$ cat config.mk
export PLATFORM = sky130hd
export DESIGN_NAME = piso_tx_always_ff_flat
export DESIGN_NICKNAME = d
export VERILOG_FILES = /design/src/rtl/piso_tx_pkg.sv /design/src/rtl/piso_tx_always_ff_if.sv /design/src/rtl/bit_tick_div.sv /design/src/rtl/piso_tx_always_ff.sv /design/src/flat_wrapper.sv
export SDC_FILE = /design/constraint.sdc
export NUM_CORES = 1
export LEC_CHECK = 0
export CORE_MARGIN = 10
export CORE_UTILIZATION = 53
export CTS_BUF_LIST = sky130_fd_sc_hd__clkbuf_4 sky130_fd_sc_hd__clkbuf_8
export DETAILED_ROUTE_END_ITERATION = 12
export GPL_TIMING_DRIVEN = 0
export HOLD_SLACK_MARGIN = 0.05
export PLACE_DENSITY = 0.89
export SLEW_MARGIN = 15
export SYNTH_ARGS = -nofsm -noshare
export SYNTH_HDL_FRONTEND = slang
export SYNTH_SLANG_ARGS = --single-unit
$ cat constraint.sdc
create_clock -name c -period 1.5 [get_ports c]
set_input_delay 0.225 -clock c [delete_from_list [all_inputs] [get_ports c]]
set_output_delay 0.225 -clock c [all_outputs]
set_load 0.02 [all_outputs]
$ cat src/rtl/piso_tx_pkg.sv
// Shared types and sizing helpers for the PISO frame transmitter.
package piso_tx_pkg;

  typedef enum logic [1:0] {IDLE, START, DATA, STOP} tx_state_t;

  // Counter width for a modulus n; never narrower than one bit.
  function automatic int unsigned cnt_w(input int unsigned n);
    int unsigned w;
    w = $clog2(n);
    return (w > 1) ? w : 1;
  endfunction

endpackage

$ cat src/rtl/piso_tx_always_ff_if.sv
// Word handshake and serial line bundle between a word source and the transmitter.
interface piso_tx_always_ff_if #(
  parameter int unsigned WIDTH = 8
);
  logic [WIDTH-1:0] data;
  logic             valid;
  logic             ready;
  logic             txd;
  logic             busy;
  logic             done;

  modport master (output data, valid, input ready, txd, busy, done);
  modport slave  (input data, valid, output ready, txd, busy, done);
endinterface

$ cat src/rtl/bit_tick_div.sv
// Bit-period divider: counts 0..DIV-1 while enabled, tick marks the last count.
module bit_tick_div
  import piso_tx_pkg::*;
#(
  parameter int unsigned DIV = 4
) (
  input  logic c,
  input  logic rst,
  input  logic en,
  output logic tick
);

  localparam int unsigned   DW   = cnt_w(DIV);
  localparam logic [DW-1:0] LAST = DW'(DIV - 1);

  logic [DW-1:0] cnt_q, cnt_d;

  // Held at zero while disabled so every frame starts on a fresh bit period.
  always_comb begin
    cnt_d = cnt_q;
    if (!en) begin
      cnt_d = '0;
    end else if (cnt_q == LAST) begin
      cnt_d = '0;
    end else begin
      cnt_d = cnt_q + DW'(1);
    end
  end

  always_ff @(posedge c) begin
    if (rst) begin
      cnt_q <= '0;
    end else begin
      cnt_q <= cnt_d;
    end
  end

  assign tick = en && (cnt_q == LAST);

endmodule

$ cat src/rtl/piso_tx_always_ff.sv
// Parallel-in/serial-out transmitter: start bit, WIDTH data bits LSB first, stop bit.
module piso_tx_always_ff
  import piso_tx_pkg::*;
#(
  parameter int unsigned WIDTH = 8,
  parameter int unsigned DIV   = 4
) (
  input  logic                c,
  input  logic                rst,
  piso_tx_always_ff_if.slave  bus
);

  localparam int unsigned   BW      = cnt_w(WIDTH);
  localparam logic [BW-1:0] LASTBIT = BW'(WIDTH - 1);

  tx_state_t        state_q, state_d;
  logic [WIDTH-1:0] shreg_q, shreg_d;
  logic [BW-1:0]    bitcnt_q, bitcnt_d;
  logic             txd_q, txd_d;
  logic             ready_q, ready_d;
  logic             done_q, done_d;
  logic             tick;

  bit_tick_div #(
    .DIV (DIV)
  ) u_div (
    .c    (c),
    .rst  (rst),
    .en   (state_q != IDLE),
    .tick (tick)
  );

  always_comb begin
    state_d  = state_q;
    shreg_d  = shreg_q;
    bitcnt_d = bitcnt_q;
    done_d   = 1'b0;
    unique case (state_q)
      IDLE: begin
        if (bus.valid) begin
          state_d  = START;
          shreg_d  = bus.data;
          bitcnt_d = '0;
        end
      end
      START: begin
        if (tick) state_d = DATA;
      end
      DATA: begin
        if (tick) begin
          shreg_d = shreg_q >> 1;
          if (bitcnt_q == LASTBIT) begin
            state_d  = STOP;
            bitcnt_d = '0;
          end else begin
            bitcnt_d = bitcnt_q + BW'(1);
          end
        end
      end
      STOP: begin
        if (tick) begin
          state_d = IDLE;
          done_d  = 1'b1;
        end
      end
      default: state_d = IDLE;
    endcase

    // Line level follows the next state so txd stays a pure register output.
    unique case (state_d)
      START:   txd_d = 1'b0;
      DATA:    txd_d = shreg_d[0];
      default: txd_d = 1'b1;
    endcase
    ready_d = (state_d == IDLE);
  end

  always_ff @(posedge c) begin
    if (rst) begin
      state_q  <= IDLE;
      shreg_q  <= '0;
      bitcnt_q <= '0;
      txd_q    <= 1'b1;
      ready_q  <= 1'b1;
      done_q   <= 1'b0;
    end else begin
      state_q  <= state_d;
      shreg_q  <= shreg_d;
      bitcnt_q <= bitcnt_d;
      txd_q    <= txd_d;
      ready_q  <= ready_d;
      done_q   <= done_d;
    end
  end

  assign bus.txd   = txd_q;
  assign bus.ready = ready_q;
  assign bus.busy  = ~ready_q;
  assign bus.done  = done_q;

endmodule

$ cat src/flat_wrapper.sv
// flat-port wrapper written by rule: the top's interface ports become plain ports
module piso_tx_always_ff_flat import piso_tx_pkg::*;
#(
  parameter int unsigned WIDTH = 8,
  parameter int unsigned DIV   = 4
)
  (c, rst, bus_data, bus_valid, bus_ready, bus_txd, bus_busy, bus_done);
  piso_tx_always_ff_if #(.WIDTH(WIDTH)) bus_i ();
  input  logic c;
  input  logic rst;
  input wire logic [$bits(bus_i.data)-1:0] bus_data;
  input wire logic [$bits(bus_i.valid)-1:0] bus_valid;
  output wire logic [$bits(bus_i.ready)-1:0] bus_ready;
  output wire logic [$bits(bus_i.txd)-1:0] bus_txd;
  output wire logic [$bits(bus_i.busy)-1:0] bus_busy;
  output wire logic [$bits(bus_i.done)-1:0] bus_done;
  assign bus_i.data = bus_data;
  assign bus_i.valid = bus_valid;
  assign bus_ready = bus_i.ready;
  assign bus_txd = bus_i.txd;
  assign bus_busy = bus_i.busy;
  assign bus_done = bus_i.done;
  piso_tx_always_ff #(.WIDTH(WIDTH), .DIV(DIV)) u_core (.c(c), .rst(rst), .bus(bus_i));
endmodule
==> run metrics <==
status=finished clean; proportion of layout cells with a drive suffix above 1=11.4%; FF-to-FF End=u_core.bus.txd$_SDFF_PP1_; first-iteration detailed-routing DRC count=5; CTS sink cnt=18; DR pass1 iterations=3; commonest cells in the netlist=dfxtp_1, nor2_1, inv_1, a31oi_1, o221a_1; Post-synth EDFFs=0; Slew Viols, Final=0; fin util=70.5%; Fin Setup TNS=0 ns; Max Clk Rate=698 MHz; nets@finish=129; max-cap violations=0; antenna-violating nets left=0; hold crit path type=input port to flip-flop; WS Path Type=flip-flop to primary output; fin crit share=95.5%; Area contributors post-synth=dfxtp_1, o221a_1, nor2_1; initial antenna violation count=0; max_slew headroom=84.0%; first-pass GRT wire length=3130 um; Setup crit end kind=primary output; Remaining DRCs=0; clock root cell=clkbuf_4; CTS buffer count=3; Synth Instances=96; gpl congestion=0.802; syn_area_per_cell=9.01 sq um; DIE AREA=3650 sq um; worst-path cell chain=clkdlybuf4s50_1; wire per inst=14.8 um; sequential share of the synthesized area=41.7%; Top FF cell, synth=dfxtp_1; ys async rst share=0%; largest net degree at the start of global routing=11; buffers added on ports=13; core area=1520 sq um; Hold Buf Count CTS=0; Clock Skew=0.00147 ns; Pwr Density=891 nW/um^2; area of the multi-input gates=430 sq um; Max VDD drop=0.607 mV; H-tree Lvls=1; Initial Utilization=56.7%; Detailed Route WL=1920 um; Unique masters post-synth=29; Crit path required time=1.27 ns; Core Rows=14; Antenna Cells=0; Final Setup Violations=0; crit path max fanout=1; crit path DAT=1.21 ns; worst hold path depth=2; vias in the first global route=720; R2R Path Start=u_core.bitcnt_q[0]$_SDFFE_PP0P_; r2r setup slk=0.11 ns; worst slew pin tran=0.240 ns; most common cell in the netlist=dfxtp_1; area grow syn2layout=24.3%; Max stage delay on crit path=0.59 ns; #FFs+latches synth=18; Hold EP=u_core.bitcnt_q[1]$_SDFFE_PP0P_; CP delay by family, top=buffers and inverters; vias after detailed routing=752; GRT overflow=0; Worst-Skew Late Latency=0.29 ns; Reg clk slew, reported paths=0.10 ns; Critical-path top delay cell=clkdlybuf4s50_1; min-delay src=rst; crit path buf inv count=1; min Tclk post-route=1.43 ns; Layout fillers=128; Ports=15; Clock Path Buffers=2; CP startpoint kind=flip-flop; Avg Vias per Cell=5.78; Leakage Power=0.000457 uW; Synth Warn #=0; DIE WIDTH=60.4 um; R2R cell count=6; post-synthesis cell area=865 sq um; Yosys top cell by area=dfxtp_1; RSZ-0062 raised after global routing=false; die height=60.4 um; area share of the largest cell type after synthesis=41.7%; GRT Total Usage=11.0%; CTS tree=done; Post-Synthesis Net Count=110; overall power=958 uW; register area=360 sq um; Fin. Hold Viols=0
[worst max path at each step]
| stage | from | to | slack, ns | cells after the start |
|---|---|---|---|---|
| after floorplan | u_core.bitcnt_q[0]$_SDFFE_PP0P_ | u_core.bus.txd$_SDFF_PP1_ | 0.26 | 6 |
| after global placement | bus_valid | u_core.bitcnt_q[0]$_SDFFE_PP0P_ | -0.15 | 6 |
| after detailed placement | bus_valid | u_core.bitcnt_q[0]$_SDFFE_PP0P_ | -0.14 | 6 |
| after CTS | u_core.bus.ready$_SDFF_PP1_ | bus_ready | 0.01 | 1 |
| after global routing | u_core.bus.done$_SDFF_PP0_ | bus_done | 0.01 | 1 |
| final | u_core.bus.done$_SDFF_PP0_ | bus_done | 0.07 | 1 |
[logic make-up (layout without fill, tap and decap cells)]
logic type	after synthesis	in the layout	synth area share, %
mux	1	1	1.16
fa+ha+maj	3	3	4.34
flops	18	18	41.7
xor+xnor	1	1	1.01
compound gates	23	23	20.8
simple gates	35	35	22.4
buf+inv	15	33	8.54
[sequential cells by signal, summed over array words and instances (netlist names)]
name,count
u_core.bus.ready,1
u_core.state_q,2
u_core.shreg_q,8
u_core.u_div.cnt_q,2
u_core.bitcnt_q,3
u_core.bus.done,1
u_core.bus.txd,1
[cell type report]
cell class | instances | area share (%)
tap | 16 | 1.86
timing repair buffer | 14 | 14.3
inverter | 8 | 2.79
buffer | 7 | 4.07
clock buffer | 4 | 3.38
sequential | 18 | 33.5
multi-input combinational | 63 | 40.0
[metal layers]
layer | wire, um | GRT usage, % | vias up | part of all wire, %
li1 | - | - | 380 | -
met2 | 894 | 17.4 | 17 | 47
met4 | 51 | 7.37 | 0 | 2.7
met1 | 884 | 12.6 | 348 | 46
met5 | 0 | 0 | - | 0
met3 | 88 | 3.13 | 7 | 4.6
[where the power goes]
group	total [uW]	internal, uW	switching [uW]
clock network	297	148	149
registers	517	503	13.4
logic	144	77.3	66.3
[cell usage in the layout, fill, tap and decap left out, types with 2 or more instances in the layout]
master / synthesis / final
nand2_1: 3 / 3
nand3_1: 2 / 2
a21o_1: 2 / 2
inv_1: 8 / 8
a21oi_1: 5 / 5
and3_1: 2 / 2
clkbuf_4: 0 / 3
nand2b_1: 5 / 5
clkdlybuf4s50_1: 0 / 10
a31oi_1: 6 / 6
ha_1: 3 / 3
dlymetal6s2s_1: 0 / 2
buf_2: 5 / 5
dfxtp_1: 18 / 18
o221a_1: 6 / 6
o21ai_0: 2 / 2
nand3b_1: 2 / 2
nor2_1: 13 / 13
[per-stage QoR]
stage | worst slack [ns] | std cells | hold slack [ns] | area, sq um
after global routing | 0.0133 | 130 | 0.231 | 1070
after floorplan | 0.258 | 96 | 0.407 | 865
after global placement | -0.148 | 125 | 0.417 | 1010
after detailed placement | -0.144 | 125 | 0.432 | 1010
final | 0.0681 | 130 | 0.211 | 1070
after CTS | 0.0104 | 129 | 0.207 | 1050
[repair_timing]
| item | 4_1_cts | 5_1_grt |
|---|---|---|
| setup buffers | 0 | 1 |
| endpoints found under the hold margin | 0 | 0 |
| pin swaps | 0 | 1 |
| endpoints found under the setup margin | 1 | 4 |
| gates resized for setup | 1 | 2 |
No activity file was read; power rests on OpenSTA's default activity.
